### config.mk
export PLATFORM = sky130hd
export DESIGN_NAME = main_mem_arbiter_flat
export DESIGN_NICKNAME = d
export VERILOG_FILES = /design/src/rtl/main_mem_arbiter_if.sv /design/src/rtl/main_mem_arbiter.sv /design/src/flat_wrapper.sv
export SDC_FILE = /design/constraint.sdc
export NUM_CORES = 1
export LEC_CHECK = 0
export ABC_AREA = 1
export CAP_MARGIN = 25
export CORE_MARGIN = 5
export CORE_UTILIZATION = 38
export DETAILED_ROUTE_END_ITERATION = 8
export PLACE_DENSITY = 0.75
export SYNTH_ARGS = -nofsm -noshare
export SYNTH_HDL_FRONTEND = slang
export SYNTH_SLANG_ARGS = --single-unit
### constraint.sdc
create_clock -name clk -period 1.27 [get_ports clk]
set_input_delay 0.254 -clock clk [delete_from_list [all_inputs] [get_ports clk]]
set_output_delay 0.254 -clock clk [all_outputs]
set_load 0.01 [all_outputs]
### src/rtl/main_mem_arbiter_if.sv
// Bus bundle between NCORE cores and the main-memory arbiter: per-core request/lock
// handshake on one side, the single-port memory macro on the other.
interface main_mem_arbiter_if #(
    parameter int NCORE = 2
);
    logic [NCORE-1:0]    rd_req;
    logic [NCORE-1:0]    wr_req;
    logic [16*NCORE-1:0] req_addr;
    logic [16*NCORE-1:0] req_wdata;
    logic [NCORE-1:0]    lock_req;
    logic [NCORE-1:0]    unlock_req;
    logic [NCORE-1:0]    done;
    logic [15:0]         rdata;
    logic [NCORE-1:0]    lock_ack;
    logic [3:0]          lock_owner;
    logic [15:0]         mem_addr;
    logic [15:0]         mem_wdata;
    logic                mem_re;
    logic                mem_we;
    logic [15:0]         mem_rdata;
    logic                lock_timeout;

    modport master (
        output rd_req, wr_req, req_addr, req_wdata, lock_req, unlock_req, mem_rdata,
        input  done, rdata, lock_ack, lock_owner, mem_addr, mem_wdata, mem_re, mem_we,
               lock_timeout
    );

    modport slave (
        input  rd_req, wr_req, req_addr, req_wdata, lock_req, unlock_req, mem_rdata,
        output done, rdata, lock_ack, lock_owner, mem_addr, mem_wdata, mem_re, mem_we,
               lock_timeout
    );
endinterface

### src/rtl/main_mem_arbiter.sv
// Round-robin arbiter sharing one single-port memory between NCORE cores, with a LOCK/UNLOCK
// semaphore. Define ARB_TIMEOUT_EN to build the lock watchdog (LOCK_TIMEOUT cycles).
//
// state | meaning
// IDLE  | arbitrate; done pulse of the previous access is visible here
// WRITE | mem_we asserted for the latched core
// READ  | mem_re asserted for the latched core
// RWAIT | waiting RD_LAT cycles, capture mem_rdata on the last one
module main_mem_arbiter #(
    parameter int NCORE        = 2,
    parameter int RD_LAT       = 1,
    parameter int LOCK_TIMEOUT = 1024
) (
    input  logic              clk,
    input  logic              reset,
    main_mem_arbiter_if.slave bus
);
    typedef enum logic [1:0] {IDLE, WRITE, READ, RWAIT} state_t;

    function automatic logic [2:0] rr_pick(input logic [NCORE-1:0] mask, input logic [2:0] start);
        logic [2:0] pick;
        logic       hit;
        pick = 3'd0;
        hit  = 1'b0;
        for (int k = 0; k < NCORE; k++)
            for (int i = 0; i < NCORE; i++)
                if (!hit && mask[i] && ((int'(start) + k) % NCORE) == i) begin
                    pick = 3'(i);
                    hit  = 1'b1;
                end
        return pick;
    endfunction

    function automatic logic [NCORE-1:0] onehot(input logic [2:0] id);
        return NCORE'(1) << id;
    endfunction

    function automatic logic [2:0] next_id(input logic [2:0] id);
        return (id == 3'(NCORE - 1)) ? 3'd0 : id + 3'd1;
    endfunction

    state_t           state_q, state_d;
    logic [2:0]       cur_q, cur_d, rr_q, rr_d, wait_q, wait_d, pick;
    logic [15:0]      addr_q, addr_d, wdata_q, wdata_d, rdata_q, rdata_d, sel_addr, sel_wdata;
    logic [NCORE-1:0] done_q, done_d, elig, own_oh;

    logic             lock_valid_q, lock_valid_d;
    logic [2:0]       owner_q, owner_d;
    logic [NCORE-1:0] ack_q, ack_d;

    assign own_oh = onehot(owner_q);
    // A core whose done is pulsing still holds its request this cycle; keep it out of the scan.
    assign elig   = (bus.rd_req | bus.wr_req) & ~done_q & (lock_valid_q ? own_oh : '1);
    assign pick   = rr_pick(elig, rr_q);

    always_comb begin
        sel_addr  = '0;
        sel_wdata = '0;
        for (int i = 0; i < NCORE; i++)
            if (3'(i) == pick) begin
                sel_addr  = bus.req_addr[16*i +: 16];
                sel_wdata = bus.req_wdata[16*i +: 16];
            end
    end

    always_ff @(posedge clk) begin
        if (reset) begin
            state_q <= IDLE;
            cur_q   <= '0;
            rr_q    <= '0;
            wait_q  <= '0;
            addr_q  <= '0;
            wdata_q <= '0;
            rdata_q <= '0;
            done_q  <= '0;
        end else begin
            state_q <= state_d;
            cur_q   <= cur_d;
            rr_q    <= rr_d;
            wait_q  <= wait_d;
            addr_q  <= addr_d;
            wdata_q <= wdata_d;
            rdata_q <= rdata_d;
            done_q  <= done_d;
        end
    end

    always_comb begin
        state_d = state_q;
        cur_d   = cur_q;
        rr_d    = rr_q;
        wait_d  = wait_q;
        addr_d  = addr_q;
        wdata_d = wdata_q;
        rdata_d = rdata_q;
        done_d  = '0;
        case (state_q)
            IDLE: if (|elig) begin
                cur_d   = pick;
                addr_d  = sel_addr;
                wdata_d = sel_wdata;
                state_d = (|(bus.wr_req & onehot(pick))) ? WRITE : READ;
            end
            WRITE: begin
                done_d  = onehot(cur_q);
                rr_d    = next_id(cur_q);
                state_d = IDLE;
            end
            READ: begin
                wait_d  = 3'(RD_LAT - 1);
                state_d = RWAIT;
            end
            RWAIT: if (wait_q == 3'd0) begin
                rdata_d = bus.mem_rdata;
                done_d  = onehot(cur_q);
                rr_d    = next_id(cur_q);
                state_d = IDLE;
            end else begin
                wait_d = wait_q - 3'd1;
            end
            default: state_d = IDLE;
        endcase
    end

    assign bus.mem_re    = (state_q == READ);
    assign bus.mem_we    = (state_q == WRITE);
    assign bus.mem_addr  = (state_q == IDLE) ? 16'h0 : addr_q;
    assign bus.mem_wdata = (state_q == IDLE) ? 16'h0 : wdata_q;
    assign bus.done      = done_q;
    assign bus.rdata     = rdata_q;

`ifdef ARB_TIMEOUT_EN
    localparam int TW = $clog2(LOCK_TIMEOUT + 1);
    logic [TW-1:0] tcnt_q, tcnt_d;
    logic          tmo_q, tmo_d;
`endif

    always_ff @(posedge clk) begin
        if (reset) begin
            lock_valid_q <= 1'b0;
            owner_q      <= '0;
            ack_q        <= '0;
`ifdef ARB_TIMEOUT_EN
            tcnt_q       <= '0;
            tmo_q        <= 1'b0;
`endif
        end else begin
            lock_valid_q <= lock_valid_d;
            owner_q      <= owner_d;
            ack_q        <= ack_d;
`ifdef ARB_TIMEOUT_EN
            tcnt_q       <= tcnt_d;
            tmo_q        <= tmo_d;
`endif
        end
    end

    // Releases only free the lock; a new grant is evaluated against the registered free state.
    always_comb begin
        lock_valid_d = lock_valid_q;
        owner_d      = owner_q;
        ack_d        = '0;
`ifdef ARB_TIMEOUT_EN
        tcnt_d       = tcnt_q;
        tmo_d        = 1'b0;
`endif
        if (lock_valid_q) begin
            if (|(bus.unlock_req & own_oh)) begin
                lock_valid_d = 1'b0;
                owner_d      = '0;
            end
`ifdef ARB_TIMEOUT_EN
            else if (tcnt_q == '0) begin
                lock_valid_d = 1'b0;
                owner_d      = '0;
                tmo_d        = 1'b1;
            end
`endif
            else if (|(bus.lock_req & own_oh & ~ack_q)) begin
                ack_d = own_oh;
            end
`ifdef ARB_TIMEOUT_EN
            tcnt_d = lock_valid_d ? tcnt_q - TW'(1) : '0;
`endif
        end else if (|bus.lock_req) begin
            owner_d      = rr_pick(bus.lock_req, rr_q);
            lock_valid_d = 1'b1;
            ack_d        = onehot(owner_d);
`ifdef ARB_TIMEOUT_EN
            tcnt_d       = TW'(LOCK_TIMEOUT - 1);
`endif
        end
    end

    assign bus.lock_ack   = ack_q;
    assign bus.lock_owner = {lock_valid_q, owner_q};
`ifdef ARB_TIMEOUT_EN
    assign bus.lock_timeout = tmo_q;
`else
    assign bus.lock_timeout = 1'b0;
`endif
endmodule

### src/flat_wrapper.sv
// flat-port wrapper written by rule: the top's interface ports become plain ports
module main_mem_arbiter_flat 
#(
    parameter int NCORE        = 2,
    parameter int RD_LAT       = 1,
    parameter int LOCK_TIMEOUT = 1024
)
  (clk, reset, bus_rd_req, bus_wr_req, bus_req_addr, bus_req_wdata, bus_lock_req, bus_unlock_req, bus_mem_rdata, bus_done, bus_rdata, bus_lock_ack, bus_lock_owner, bus_mem_addr, bus_mem_wdata, bus_mem_re, bus_mem_we, bus_lock_timeout);
  main_mem_arbiter_if #(.NCORE(NCORE)) bus_i ();
  input  logic clk;
  input  logic reset;
  input wire logic [$bits(bus_i.rd_req)-1:0] bus_rd_req;
  input wire logic [$bits(bus_i.wr_req)-1:0] bus_wr_req;
  input wire logic [$bits(bus_i.req_addr)-1:0] bus_req_addr;
  input wire logic [$bits(bus_i.req_wdata)-1:0] bus_req_wdata;
  input wire logic [$bits(bus_i.lock_req)-1:0] bus_lock_req;
  input wire logic [$bits(bus_i.unlock_req)-1:0] bus_unlock_req;
  input wire logic [$bits(bus_i.mem_rdata)-1:0] bus_mem_rdata;
  output wire logic [$bits(bus_i.done)-1:0] bus_done;
  output wire logic [$bits(bus_i.rdata)-1:0] bus_rdata;
  output wire logic [$bits(bus_i.lock_ack)-1:0] bus_lock_ack;
  output wire logic [$bits(bus_i.lock_owner)-1:0] bus_lock_owner;
  output wire logic [$bits(bus_i.mem_addr)-1:0] bus_mem_addr;
  output wire logic [$bits(bus_i.mem_wdata)-1:0] bus_mem_wdata;
  output wire logic [$bits(bus_i.mem_re)-1:0] bus_mem_re;
  output wire logic [$bits(bus_i.mem_we)-1:0] bus_mem_we;
  output wire logic [$bits(bus_i.lock_timeout)-1:0] bus_lock_timeout;
  assign bus_i.rd_req = bus_rd_req;
  assign bus_i.wr_req = bus_wr_req;
  assign bus_i.req_addr = bus_req_addr;
  assign bus_i.req_wdata = bus_req_wdata;
  assign bus_i.lock_req = bus_lock_req;
  assign bus_i.unlock_req = bus_unlock_req;
  assign bus_i.mem_rdata = bus_mem_rdata;
  assign bus_done = bus_i.done;
  assign bus_rdata = bus_i.rdata;
  assign bus_lock_ack = bus_i.lock_ack;
  assign bus_lock_owner = bus_i.lock_owner;
  assign bus_mem_addr = bus_i.mem_addr;
  assign bus_mem_wdata = bus_i.mem_wdata;
  assign bus_mem_re = bus_i.mem_re;
  assign bus_mem_we = bus_i.mem_we;
  assign bus_lock_timeout = bus_i.lock_timeout;
  main_mem_arbiter #(.NCORE(NCORE), .RD_LAT(RD_LAT), .LOCK_TIMEOUT(LOCK_TIMEOUT)) u_core (.clk(clk), .reset(reset), .bus(bus_i));
endmodule
# [Word-level counts from Yosys, hierarchy flattened]
# Index checks and enable logic that the tools add are counted.
[classes] eq_ne=10 addsub=3 shift=4 n_lt_le_gt_ge=0 bitwise=10 n_div=0 mul=0 n_mux=48 n_reduce_logical=39
[op_table] cell="16-bit 2-to-1 mux" n=6
[op_table] cell="32-bit zero test" n=2
[op_table] cell="1-bit 2-to-1 mux" n=23
[op_table] cell="2-bit 2-to-1 mux" n=9
[op_table] cell="3-bit 2-to-1 mux" n=6
[op_table] cell="1-bit logical AND" n=14
[op_table] cell="2-bit bitwise AND" n=6
[op_table] cell="2-bit AND reduction" n=6
[op_table] cell="2-bit OR reduction" n=5
[op_table] cell="2-bit case mux with 4 select lines" n=1
[op_table] cell="2-bit equality test, second input constant" n=3
[op_table] cell="1-bit zero test" n=6
[op_table] cell="3-bit zero test" n=2
[op_table] cell="3-bit case mux with 2 select lines" n=1
[op_table] cell="2-bit nonzero test" n=3
[op_table] cell="1-bit by 3-bit left shift with 2-bit output, first input constant" n=2
[op_table] cell="2-bit by 1-bit inequality test with 1-bit output, second input constant" n=2
[op_table] cell="2-bit inequality test, second input constant" n=2
[op_table] cell="2-bit NOT" n=2
[op_table] cell="2-bit case mux with 2 select lines" n=1
[op_table] cell="1-bit by 1-bit left shift with 2-bit output, first input constant" n=2
[op_table] cell="3-bit by 1-bit subtractor with 3-bit output, second input constant" n=1
[op_table] cell="1-bit adder, second input constant" n=2
[op_table] cell="2-bit by 1-bit equality test with 1-bit output, second input constant" n=1
[op_table] cell="6 further kinds" n=6
[totals] mem_bits_rw=0 inputBits=90 mem_count=0 romBits=0 latch_bits=0 ff_bits=63 elab_cells=125

# [Depth between registers and ports, before layout]
[logic_depth] ltp_word=26 ltp_mapped=10

# [Worst setup path before layout]
# OpenSTA, ideal clock, no wires.
[synth_path] path_kind="register to register" from="reg u_core.owner_q[0]" to="reg u_core.addr_q[10]" slack_ps=-66 path_buffers=1 arrival_time_ps=1204 required_ps=1138 path_stages_with_launch=9 path_cell_list="dfxtp_1 -> inv_1 -> nand2_1 -> nand2_2 -> nor2_8 -> buf_2 -> nand3_1 -> nand3_1 -> a21oi_1"
[synth_via] elab_chain_cells=20 word_cells_on_any_way=25
[synth_lines] item="start, declared" line_no="main_mem_arbiter.sv:48" source="logic [2:0] owner_q, owner_d;"
[synth_lines] item="start signal, assigned" line_no="main_mem_arbiter.sv:149" source="owner_q <= owner_d;"
[synth_lines] item="1-bit by 3-bit left shift with 2-bit output *" line_no="main_mem_arbiter.sv:35" source="return NCORE'(1) << id;"
[synth_lines] item="2-bit 2-to-1 mux *" line_no="main_mem_arbiter.sv:53" source="assign elig = (bus.rd_req | bus.wr_req) & ~done_q & (lock_valid_q ? own_oh : '1);"
[synth_lines] item="2-bit bitwise AND *" line_no="main_mem_arbiter.sv:53"
[synth_lines] item="1-bit logical AND" line_no="main_mem_arbiter.sv:27" source="if (!hit && mask[i] && ((int'(start) + k) % NCORE) == i) begin"
[synth_lines] item="1-bit 2-to-1 mux" line_no="main_mem_arbiter.sv:27"
[synth_lines] item="1-bit zero test" line_no="main_mem_arbiter.sv:27"
[synth_lines] item="1-bit logical AND (2 in series)" line_no="main_mem_arbiter.sv:27"
[synth_lines] item="1-bit 2-to-1 mux" line_no="main_mem_arbiter.sv:27"
[synth_lines] item="1-bit zero test" line_no="main_mem_arbiter.sv:27"
[synth_lines] item="1-bit logical AND (2 in series)" line_no="main_mem_arbiter.sv:27"
[synth_lines] item="1-bit 2-to-1 mux" line_no="main_mem_arbiter.sv:27"
[synth_lines] item="1-bit zero test" line_no="main_mem_arbiter.sv:27"
[synth_lines] item="1-bit logical AND (2 in series)" line_no="main_mem_arbiter.sv:27"
[synth_lines] item="1-bit 2-to-1 mux" line_no="main_mem_arbiter.sv:27"
[synth_lines] item="3-bit zero test" line_no="main_mem_arbiter.sv:60" source="if (3'(i) == pick) begin"
[synth_lines] item="16-bit 2-to-1 mux (2 in series)" line_no="main_mem_arbiter.sv:60"
[synth_lines] item="end signal, assigned" line_no="main_mem_arbiter.sv:81" source="addr_q <= addr_d;"
[synth_lines] item="end, declared" line_no="main_mem_arbiter.sv:44" source="logic [15:0] addr_q, addr_d, wdata_q, wdata_d, rdata_q, rdata_d, sel_addr, sel_wdata;"
# Every way passes the cells marked *; elsewhere a longest branch is shown, timed or not.
# A chain may end at the register's enable or synchronous reset.

# [Worst setup path after layout]
[layout_path] from="reg u_core.state_q[0]" to="reg u_core.addr_q[6]"
[layout_via] elab_chain_cells=2
[layout_lines] item="start, declared" line_no="main_mem_arbiter.sv:42" source="state_t state_q, state_d;"
[layout_lines] item="start signal, assigned" line_no="main_mem_arbiter.sv:77" source="state_q <= state_d;"
[layout_lines] item="2-bit zero test" line_no="main_mem_arbiter.sv:97" source="case (state_q)"
[layout_lines] item="2-bit AND reduction (no source line)"
# No other way between the ends.

==> out/qor.txt <==
WL final: 13.4 mm
clk buf depth: 2
first-pass GRT wire length: 18.1 mm
outcome: finished, violations left
Clock transition at path regs: 0.07 ns
cell taking the most area after synthesis: dfxtp_1
DR WL met3: 922 µm
DR top layer: met4
final worst-path cycle share: 129%
largest family of logic cells by synthesized area: simple AND/OR/NAND/NOR gates
number of DRC markers in iteration 0: 136
# hold bufs at CTS: 0
largest net degree at the start of global routing: 35
Detailed Place HPWL: 7.71 mm
DIE AREA: 10600 µm²
Data arrival, critical path: 1.90 ns
xor/xnor cell area share of the yosys netlist: 0%
worst vdd ir: 0.649 mV
violated checks: negative setup slack
simple-gate share of the synthesized area: 31.5%
CP Capture Type: register
async set or reset register ratio after synthesis: 0%
DRC viols: 0
Max Fclk: 0.612 GHz
Avg WL per Cell: 16.5 µm
drt first pass iters: 5
most frequent cell after synthesis: inv_1
fin crit period: 1.63 ns
complex-gate fraction of the synthesized area: 10.9%
min-delay worst type: in -> reg
clk root buf: clkbuf_8
CTS tree: yes
post-synth top area share: 37.3%
skew final: 0.00804 ns
GRT overflow: 0
most common flop cell mapped by yosys: dfxtp_1
ANT nets after route: 0
Commonest cells post-synth: 119 x inv_1, 81 x nand2_1, 71 x nor2_1, 69 x nand3_1, 61 x dfxtp_1
clock sinks: 61
CP Class: reg -> reg
Layout area overhead: 90.5%
Post-synth EDFFs: 0
DR vias: 4044
Cell Area, Synth: 3280 µm²
Fill cells: 580
routed wire length on met2: 7.05 mm
synth unique cells: 27
Yosys warning count: 0
Synth Register Bits: 61
Max FO, Critical Path: 8
Buffers on Ports: 145
area of the multi-input gates: 2160 µm²
startpoint types: register
Final WS setup: -0.365 ns
final count of hold timing violations: 0
PD cells: 1420 nW/µm²
top post-synthesis cells by area: dfxtp_1 37%, inv_1 14%, nand3_1 11%
FF/Latch Area: 1230 µm²
WL met1: 4.93 mm
Synth Area in Adders: 0.764%
GP Congestion: 0.856
MaxCap Viol Count: 0
Place WS: -0.523 ns
leakage: 2.88 nW
initial antenna violation count: 1
unrepaired setup endpoints after global routing: true
Vias/cell: 4.96
synthesized area per cell: 6.33 µm²
Die Y: 103 µm
share of cells above drive strength 1: 38.4%
Worst EP required: 1.54 ns
vias in the first global route: 3934
endpoints failing setup: 74
post-synthesis mux area share: 0%
DIE WIDTH: 103 µm
register area share after synthesis: 37.3%
Initial Util: 39.5%
core area: 8300 µm²
max-slew violations: 0
GRT Util Overall: 21.7%
NumNets Final: 796
row cnt: 33
placed cell count: 773
IO Pins: 149
Skew-Pair Late Insertion Delay: 0.34 ns
fin cells: 815
cell count after synthesis: 518
CTS Buf Count: 9
CTS H-Tree Depth: 3
layout by cell type, fill, tap and decap left out, types with 3 or more instances in the layout:
cell type / n
a21oi_1: 13
a21oi_2: 31
buf_12: 11
buf_2: 13
buf_4: 27
buf_6: 37
buf_8: 3
clkbuf_2: 4
clkbuf_8: 9
clkdlybuf4s50_1: 86
clkinv_2: 3
conb_1: 3
dfxtp_1: 55
dfxtp_2: 6
dlygate4sd2_1: 19
inv_1: 105
inv_2: 11
inv_4: 4
nand2_1: 70
nand2_2: 4
nand2_4: 9
nand3_1: 34
nand3_2: 29
nand3_4: 8
nor2_1: 39
nor2_2: 10
nor2_4: 23
o21ai_2: 16
area by class of cell:
| type | instances | share of cell area (%) |
|---|---|---|
| tap | 105 | 2.10 |
| multi-input combinational | 308 | 34.6 |
| timing repair buffer | 203 | 32.8 |
| sequential | 61 | 19.7 |
| inverter | 121 | 7.52 |
| clock buffer | 11 | 2.10 |
| clock inverter | 5 | 1.20 |
| antenna | 1 | 0.0401 |
worst paths after layout:
check | startpoint | endpoint | slack (ns) | depth (start not counted)
setup / recovery | u_core.state_q[0]$_SDFFE_PP0P_ | u_core.addr_q[6]$_SDFFE_PP0P_ | -0.36 | 8
hold / removal | bus_wr_req[0] | u_core.state_q[1]$_SDFFE_PP0P_ | 0.44 | 4
setup reg to reg | u_core.state_q[0]$_SDFFE_PP0P_ | u_core.addr_q[6]$_SDFFE_PP0P_ | -0.36 | 8
hold reg to reg | u_core.addr_q[15]$_SDFFE_PP0P_ | u_core.addr_q[15]$_SDFFE_PP0P_ | 0.47 | 2
stage by stage:
stage	hold slack (ns)	total power (W)	utilization [%]	TNS, ns	instance area [µm²]
after floorplan	0.419	0.00406	-	0	3300
after global placement	0.451	0.00528	60.2	-22.76	5000
after detailed placement	0.459	0.00537	60.2	-25.96	5000
after CTS	0.405	0.00782	66.5	-17.12	5520
after global routing	0.449	0.00927	75.2	-22.67	6240
final	0.440	0.00887	75.2	-19.17	6240
registers in the layout (all words and copies together), names as in the netlist:
name,count
u_core.bus.lock_ack,2
u_core.rr_q,1
u_core.addr_q,16
u_core.cur_q,1
u_core.lock_valid_q,1
u_core.state_q,2
u_core.bus.rdata,16
u_core.wdata_q,16
u_core.owner_q,1
u_core.bus.done,2
u_core.wait_q,3
routing by layer:
layer	GRT usage, %	vias to the layer above
li1	-	1939
met1	25.0	1888
met2	39.1	174
met3	4.13	43
met4	9.36	0
met5	0	-
power by group:
part / switching (W) / leakage (nW) / internal, W
logic: 0.00245 / 2.27 / 0.00209
clock network: 0.000773 / 0.107 / 0.00110
registers: 0.000214 / 0.503 / 0.00225
worst max-delay path: stages (launching register included):
cell	delay, ns
dfxtp_2	0.34
nor2_4	0.20
buf_12	0.15
buf_6	0.10
inv_4	0.03
a21oi_4	0.26
buf_6	0.21
nand3_2	0.10
a21oi_2	0.17
kinds of logic after synthesis:
logic type,after synthesis
simple gates,235
buf+inv,151
compound gates,68
flops,61
fa+ha+maj,2
other cells,1
timing repair:
action,CTS,global route
resized for setup,232,212
endpoints found under the setup margin,109,94
setup buffers,14,9
gates cloned,8,1
pin swaps,12,84
No activity file was read; power rests on OpenSTA's default activity.
